File: src/rtl/grid_rx_pkg.sv
// Shared constants and slot-timing helpers for the grid receive lane packer.
// Optional overflow counters are enabled with GRID_RX_OVFCNT_EN.
package grid_rx_pkg;

   localparam int DEF_LANE_W      = 4;
   localparam int DEF_PKT_BITS    = 128;
   localparam int DEF_HDR_BITS    = 8;
   localparam int DEF_SLOT_START  = 4;
   localparam int DEF_LINE_PERIOD = 40;

   function automatic int nslot(input int pkt_bits, input int lane_w);
      return pkt_bits / lane_w;
   endfunction

   function automatic int cap_end(input int slot_start, input int pkt_bits,
                                  input int lane_w);
      return slot_start + nslot(pkt_bits, lane_w) - 1;
   endfunction

   function automatic int commit_slot(input int slot_start, input int pkt_bits,
                                      input int lane_w);
      return cap_end(slot_start, pkt_bits, lane_w) + 2;
   endfunction

endpackage

File: src/rtl/grid_rx_lane_slot.sv
// One lane: shift register, header test, output register, drop counter.
// The drop counter is built only with GRID_RX_OVFCNT_EN.
module grid_rx_lane_slot
   import grid_rx_pkg::*;
#(
   parameter int LANE_W   = DEF_LANE_W,
   parameter int PKT_BITS = DEF_PKT_BITS,
   parameter int HDR_BITS = DEF_HDR_BITS,
   parameter int OVF_W    = 16
) (
   input  logic                clk_i,
   input  logic                rst_ni,
   input  logic                cap,
   input  logic                commit,
   input  logic                msb_first,
   input  logic [LANE_W-1:0]   lane,
   input  logic                ready,
   output logic                valid,
   output logic [PKT_BITS-1:0] dat,
   output logic                ovf,
   output logic [OVF_W-1:0]    ovf_cnt
);

   logic [PKT_BITS-1:0] sr;
   logic                hdr_nz;
   logic                do_commit;
   logic                take;

   assign hdr_nz    = |sr[PKT_BITS-1 -: HDR_BITS];
   assign do_commit = commit & hdr_nz;
   // A full slot may still take a new packet if it drains this cycle.
   assign take      = do_commit & (~valid | ready);

   always_ff @(posedge clk_i or negedge rst_ni) begin
      if (!rst_ni) begin
         sr <= '0;
      end else if (cap) begin
         if (msb_first) sr <= {sr[PKT_BITS-LANE_W-1:0], lane};
         else           sr <= {lane, sr[PKT_BITS-1:LANE_W]};
      end
   end

   always_ff @(posedge clk_i or negedge rst_ni) begin
      if (!rst_ni) begin
         valid <= 1'b0;
         dat   <= '0;
         ovf   <= 1'b0;
      end else begin
         ovf <= do_commit & valid & ~ready;
         if (take) begin
            valid <= 1'b1;
            dat   <= sr;
         end else if (valid & ready) begin
            valid <= 1'b0;
         end
      end
   end

`ifdef GRID_RX_OVFCNT_EN
   logic [OVF_W-1:0] cnt;

   always_ff @(posedge clk_i or negedge rst_ni) begin
      if (!rst_ni)                cnt <= '0;
      else if (ovf && cnt != '1)  cnt <= cnt + OVF_W'(1);
   end

   assign ovf_cnt = cnt;
`else
   assign ovf_cnt = '0;
`endif

endmodule

File: src/rtl/grid_rx_lane_packer.sv
// Grid receive packet extractor: line-slot timing plus NCHANNELS lane slots.
// Define GRID_RX_OVFCNT_EN to build the per-channel drop counters.
module grid_rx_lane_packer
   import grid_rx_pkg::*;
#(
   parameter int NCHANNELS   = 9,
   parameter int LANE_W      = DEF_LANE_W,
   parameter int PKT_BITS    = DEF_PKT_BITS,
   parameter int HDR_BITS    = DEF_HDR_BITS,
   parameter int SLOT_START  = DEF_SLOT_START,
   parameter int LINE_PERIOD = DEF_LINE_PERIOD,
   parameter int OVF_W       = 16
) (
   input  logic                          clk_i,
   input  logic                          rst_ni,
   input  logic                          hsync_i,
   input  logic                          de_i,
   input  logic                          msb_first_i,
   input  logic [NCHANNELS*LANE_W-1:0]   dat_i,
   output logic [NCHANNELS-1:0]          pkt_valid_o,
   input  logic [NCHANNELS-1:0]          pkt_ready_i,
   output logic [NCHANNELS*PKT_BITS-1:0] pkt_dat_o,
   output logic [NCHANNELS-1:0]          ovf_o,
   output logic [NCHANNELS*OVF_W-1:0]    ovf_cnt_o
);

   localparam int CAP_END = cap_end(SLOT_START, PKT_BITS, LANE_W);
   localparam int COMMIT  = commit_slot(SLOT_START, PKT_BITS, LANE_W);
   localparam int CW      = $clog2(LINE_PERIOD);

   logic          hs_q;
   logic          hs_pe;
   logic [CW-1:0] cctr;
   logic          cap;
   logic          commit;

   assign hs_pe = hsync_i & ~hs_q;

   always_ff @(posedge clk_i or negedge rst_ni) begin
      if (!rst_ni) begin
         hs_q <= 1'b0;
         cctr <= '0;
      end else begin
         hs_q <= hsync_i;
         if (hs_pe)
            cctr <= '0;
         else if (de_i)
            cctr <= (cctr == CW'(LINE_PERIOD-1)) ? '0 : cctr + CW'(1);
      end
   end

   assign cap    = de_i & ~hs_pe & (cctr >= CW'(SLOT_START))
                 & (cctr <= CW'(CAP_END));
   assign commit = de_i & ~hs_pe & (cctr == CW'(COMMIT));

   for (genvar n = 0; n < NCHANNELS; n++) begin : g_lane
      grid_rx_lane_slot #(
         .LANE_W   (LANE_W),
         .PKT_BITS (PKT_BITS),
         .HDR_BITS (HDR_BITS),
         .OVF_W    (OVF_W)
      ) u_slot (
         .clk_i     (clk_i),
         .rst_ni    (rst_ni),
         .cap       (cap),
         .commit    (commit),
         .msb_first (msb_first_i),
         .lane      (dat_i[n*LANE_W +: LANE_W]),
         .ready     (pkt_ready_i[n]),
         .valid     (pkt_valid_o[n]),
         .dat       (pkt_dat_o[n*PKT_BITS +: PKT_BITS]),
         .ovf       (ovf_o[n]),
         .ovf_cnt   (ovf_cnt_o[n*OVF_W +: OVF_W])
      );
   end

endmodule

File: config.mk
export PLATFORM = sky130hd
export DESIGN_NAME = grid_rx_lane_packer
export DESIGN_NICKNAME = d
export VERILOG_FILES = /design/src/rtl/grid_rx_pkg.sv /design/src/rtl/grid_rx_lane_slot.sv /design/src/rtl/grid_rx_lane_packer.sv
export SDC_FILE = /design/constraint.sdc
export NUM_CORES = 2
export LEC_CHECK = 0
export CELL_PAD_IN_SITES_DETAIL_PLACEMENT = 0
export CELL_PAD_IN_SITES_GLOBAL_PLACEMENT = 1
export CORE_AREA = 2 2 528 530
export CTS_CLUSTER_SIZE = 10
export DETAILED_ROUTE_END_ITERATION = 10
export DIE_AREA = 0 0 530 532
export PLACE_DENSITY = 0.7
export SLEW_MARGIN = 20
export SYNTH_ARGS = -nofsm -noshare
export SYNTH_HDL_FRONTEND = slang
export SYNTH_SLANG_ARGS = --single-unit
File: constraint.sdc
create_clock -name clk_i -period 6.05 [get_ports clk_i]
set_input_delay 1.815 -clock clk_i [delete_from_list [all_inputs] [get_ports clk_i]]
set_output_delay 1.815 -clock clk_i [all_outputs]
set_load 0.02 [all_outputs]
==> out/results.txt <==
mux share of post-synthesis cell area = 25.4%
fin cells = 12,600
first-pass GRT wire length = 429,000 um
final period utilization = 77.8%
GRT Overall Usage = 20.1%
crit-path max cell delay = 790 ps
Avg Inst Size Synth = 12.7 sq um
Final Hold Viols = 0
cell count after synthesis = 7,719
# DRC = 0
final wirelength = 290,000 um
die area = 0.282 sq mm
drt via density = 4.95
post-synth cell types = 32
core box area = 0.276 sq mm
Lkg Pwr = 56.9 nW
Post-Synth XOR/XNOR Area = 0.0178%
Reg clk slew, reported paths = 50 ps
CP Launch Type = primary input
Hold Crit Class = reg -> reg
initial antenna violation count = 14
mapped cell area = 0.0983 sq mm
Avg WL per Cell = 23.0 um
share of cells above drive strength 1 = 18.1%
Max VDD drop = 0.199 mV
Highest Clock Rate = 212 MHz
setup TNS = 0 ps
power per cell area = 392 mW/mm^2
drt first pass iters = 6
CTS tree = yes
CTS hold repair buffers = 0
I/O pin total = 1,364
final period demand of the worst path = 4710 ps
CTS buffer count = 280
Clock Tree Root = clkbuf_16
CTS max path bufs = 4
EDFF count, synth = 0
IO Port Bufs = 1,219
placed cell count = 12,200
WHS = 500 ps
Starting Density = 35.6%
register bit total from synthesis = 2,329
via count of the first global-routing pass = 62,700
GRT overflow = 0
most used cell along the critical path = buf_4
postcts setup bufs = 0
final setup vio count = 0
crit path buf inv count = 3
largest family of logic cells by synthesized area = multiplexers
Crit path required time = 6760 ps
Rows = 193
routability congestion estimate = 0.853
via count = 62,400
pin count of the biggest net entering global routing = 168
Design Area, Final = 0.121 sq mm
prevailing post-synth register cell = dfrtp_1
CTS Sinks = 2,329
# H-tree levels = 5
sequential fraction of the synthesis area = 59.3%
Clock Skews = 37.1 ps
Max-Slew Margin vs Limit = 19.8%
max cap viols = 0
status = finished, final reports clean
Worst Tran Pin Value = 1200 ps
Routed Antenna Nets = 0
RSZ-0062 raised after global routing = no
Nets = 8,861
# fillers = 25,200
Gates resized, CTS repair = 0
Slew Viols, Final = 0
WP data arrival = 5420 ps
CP Class = in -> reg
CP max FO = 74
fraction of registers with async set/reset = 100%
HPWL after DPL = 206,000 um
slowest CP cell = buf_4
Post-Place Cell Area = 0.113 sq mm
worst skew pair latency = 860 ps
Post-Synth Simple-Gate Area = 4.86%
CP cell instances = clkdlybuf4s50_1 -> nor2b_1 -> and4b_4 -> nand3_4 -> buf_4 -> buf_4 -> mux2_2
Syn. warnings = 0
area grow syn2layout = 22.8%
critical path's top delay family = buffers and inverters
DIE WIDTH = 530 um
Compound-Gate Fraction of Synth Area = 5.92%
Post-Synth Adder-Cell Area = 0.0382%
DRT iter0 DRCs = 3,968
CP endpoint kind = flop
die height = 532 um
cells in the final DEF, fill, tap and decap left out, types with 79 or more instances in the layout:
cell                n
mux2i_1          1153
mux2_2           1032
nor2_1           1164
a21oi_1          1153
buf_4              79
clkdlybuf4s50_1  1217
dfrtp_1          2329
conb_1            144
clkbuf_16         285
mux2_4            120
final timing paths:
| path | endpoint | slack [ps] | depth (start not counted) | from |
|---|---|---|---|---|
| hold / removal | g_lane[4].u_slot.dat[51] | 500 | 1 | g_lane[4].u_slot.dat[51] |
| min in group asynchronous | g_lane[7].u_slot.sr[71] | 860 | 1 | rst_ni |
| hold reg to reg | g_lane[4].u_slot.dat[51] | 500 | 1 | g_lane[4].u_slot.dat[51] |
| max in group asynchronous | g_lane[4].u_slot.dat[52] | 3320 | 2 | rst_ni |
| setup reg to reg | g_lane[6].u_slot.dat[39] | 2440 | 6 | hs_q |
| setup / recovery | g_lane[6].u_slot.dat[39] | 1340 | 7 | hsync_i |
routing by layer:
layer  wire length [um]  global-route usage, %
met5                 22                      0
met4              12000                   7.84
met3              21400                   5.54
met2             133000                   31.2
met1             123000                   26.5
stage by stage:
stage	power [mW]	utilization, %	setup slack (ps)
2_1_floorplan	29.0	-	2600
3_3_place_gp	32.1	40.9	544
3_5_place_dp	32.7	40.9	475
4_1_cts	47.9	43.8	1400
5_1_grt	50.4	43.8	1260
6_report	47.3	43.8	1340
flip-flops by register name (all words and copies together), names as in the netlist:
name and flops:
g_lane.u_slot.valid 9, g_lane.u_slot.sr 1152, cctr 6, hs_q 1
g_lane.u_slot.ovf 9, g_lane.u_slot.dat 1152
kinds of logic after synthesis:
family,Yosys count
XOR/XNOR,2
AND/OR/NAND/NOR,1240
multiplexers,2305
buffers and inverters,680
other,1
AO/OA/AOI/OAI,1159
flip-flops,2329
adder cells (fa/ha/maj),3
power breakdown:
part           switching [mW]  internal, mW  total [mW]
Sequential               5.24          19.4        24.7
Clock                    6.45          8.57        15.0
Combinational            3.91          3.70        7.62
Total                    15.6          31.7        47.3
synthesized netlist by cell type, drive strengths merged, types with 3 or more instances:
library cell / instances / area [sq um]
dfrtp: 2329 / 58300
nor2: 1164 / 4370
a21oi: 1153 / 5770
mux2i: 1153 / 11500
mux2: 1152 / 13400
buf: 549 / 3890
clkbuf: 129 / 484
nand2: 30 / 113
nor4: 19 / 119
nand3: 11 / 67.6
nand2b: 10 / 62.6
ha: 3 / 37.5
cell type report:
class                   count  area (sq um)  share of cell area [%]
flip-flops and latches   2329         58300                    48.3
multi-input cells        4853         36300                    30.0
repair buffers           1342         13700                    11.4
clock buffers             330          7350                    6.09
well taps                3705          4640                    3.84
clock inverters            34           458                   0.379
diodes                      4          10.0                 0.00829
inverters                   2          7.51                 0.00622
worst register-to-register path, delay by kind of cell, from the launching register on:
family | cells | cell delay, ps
simple gates | 3 | 1070
flops | 1 | 360
buf+inv | 2 | 1560
mux | 1 | 470
Note: power is estimated with default switching activity, not from simulation.
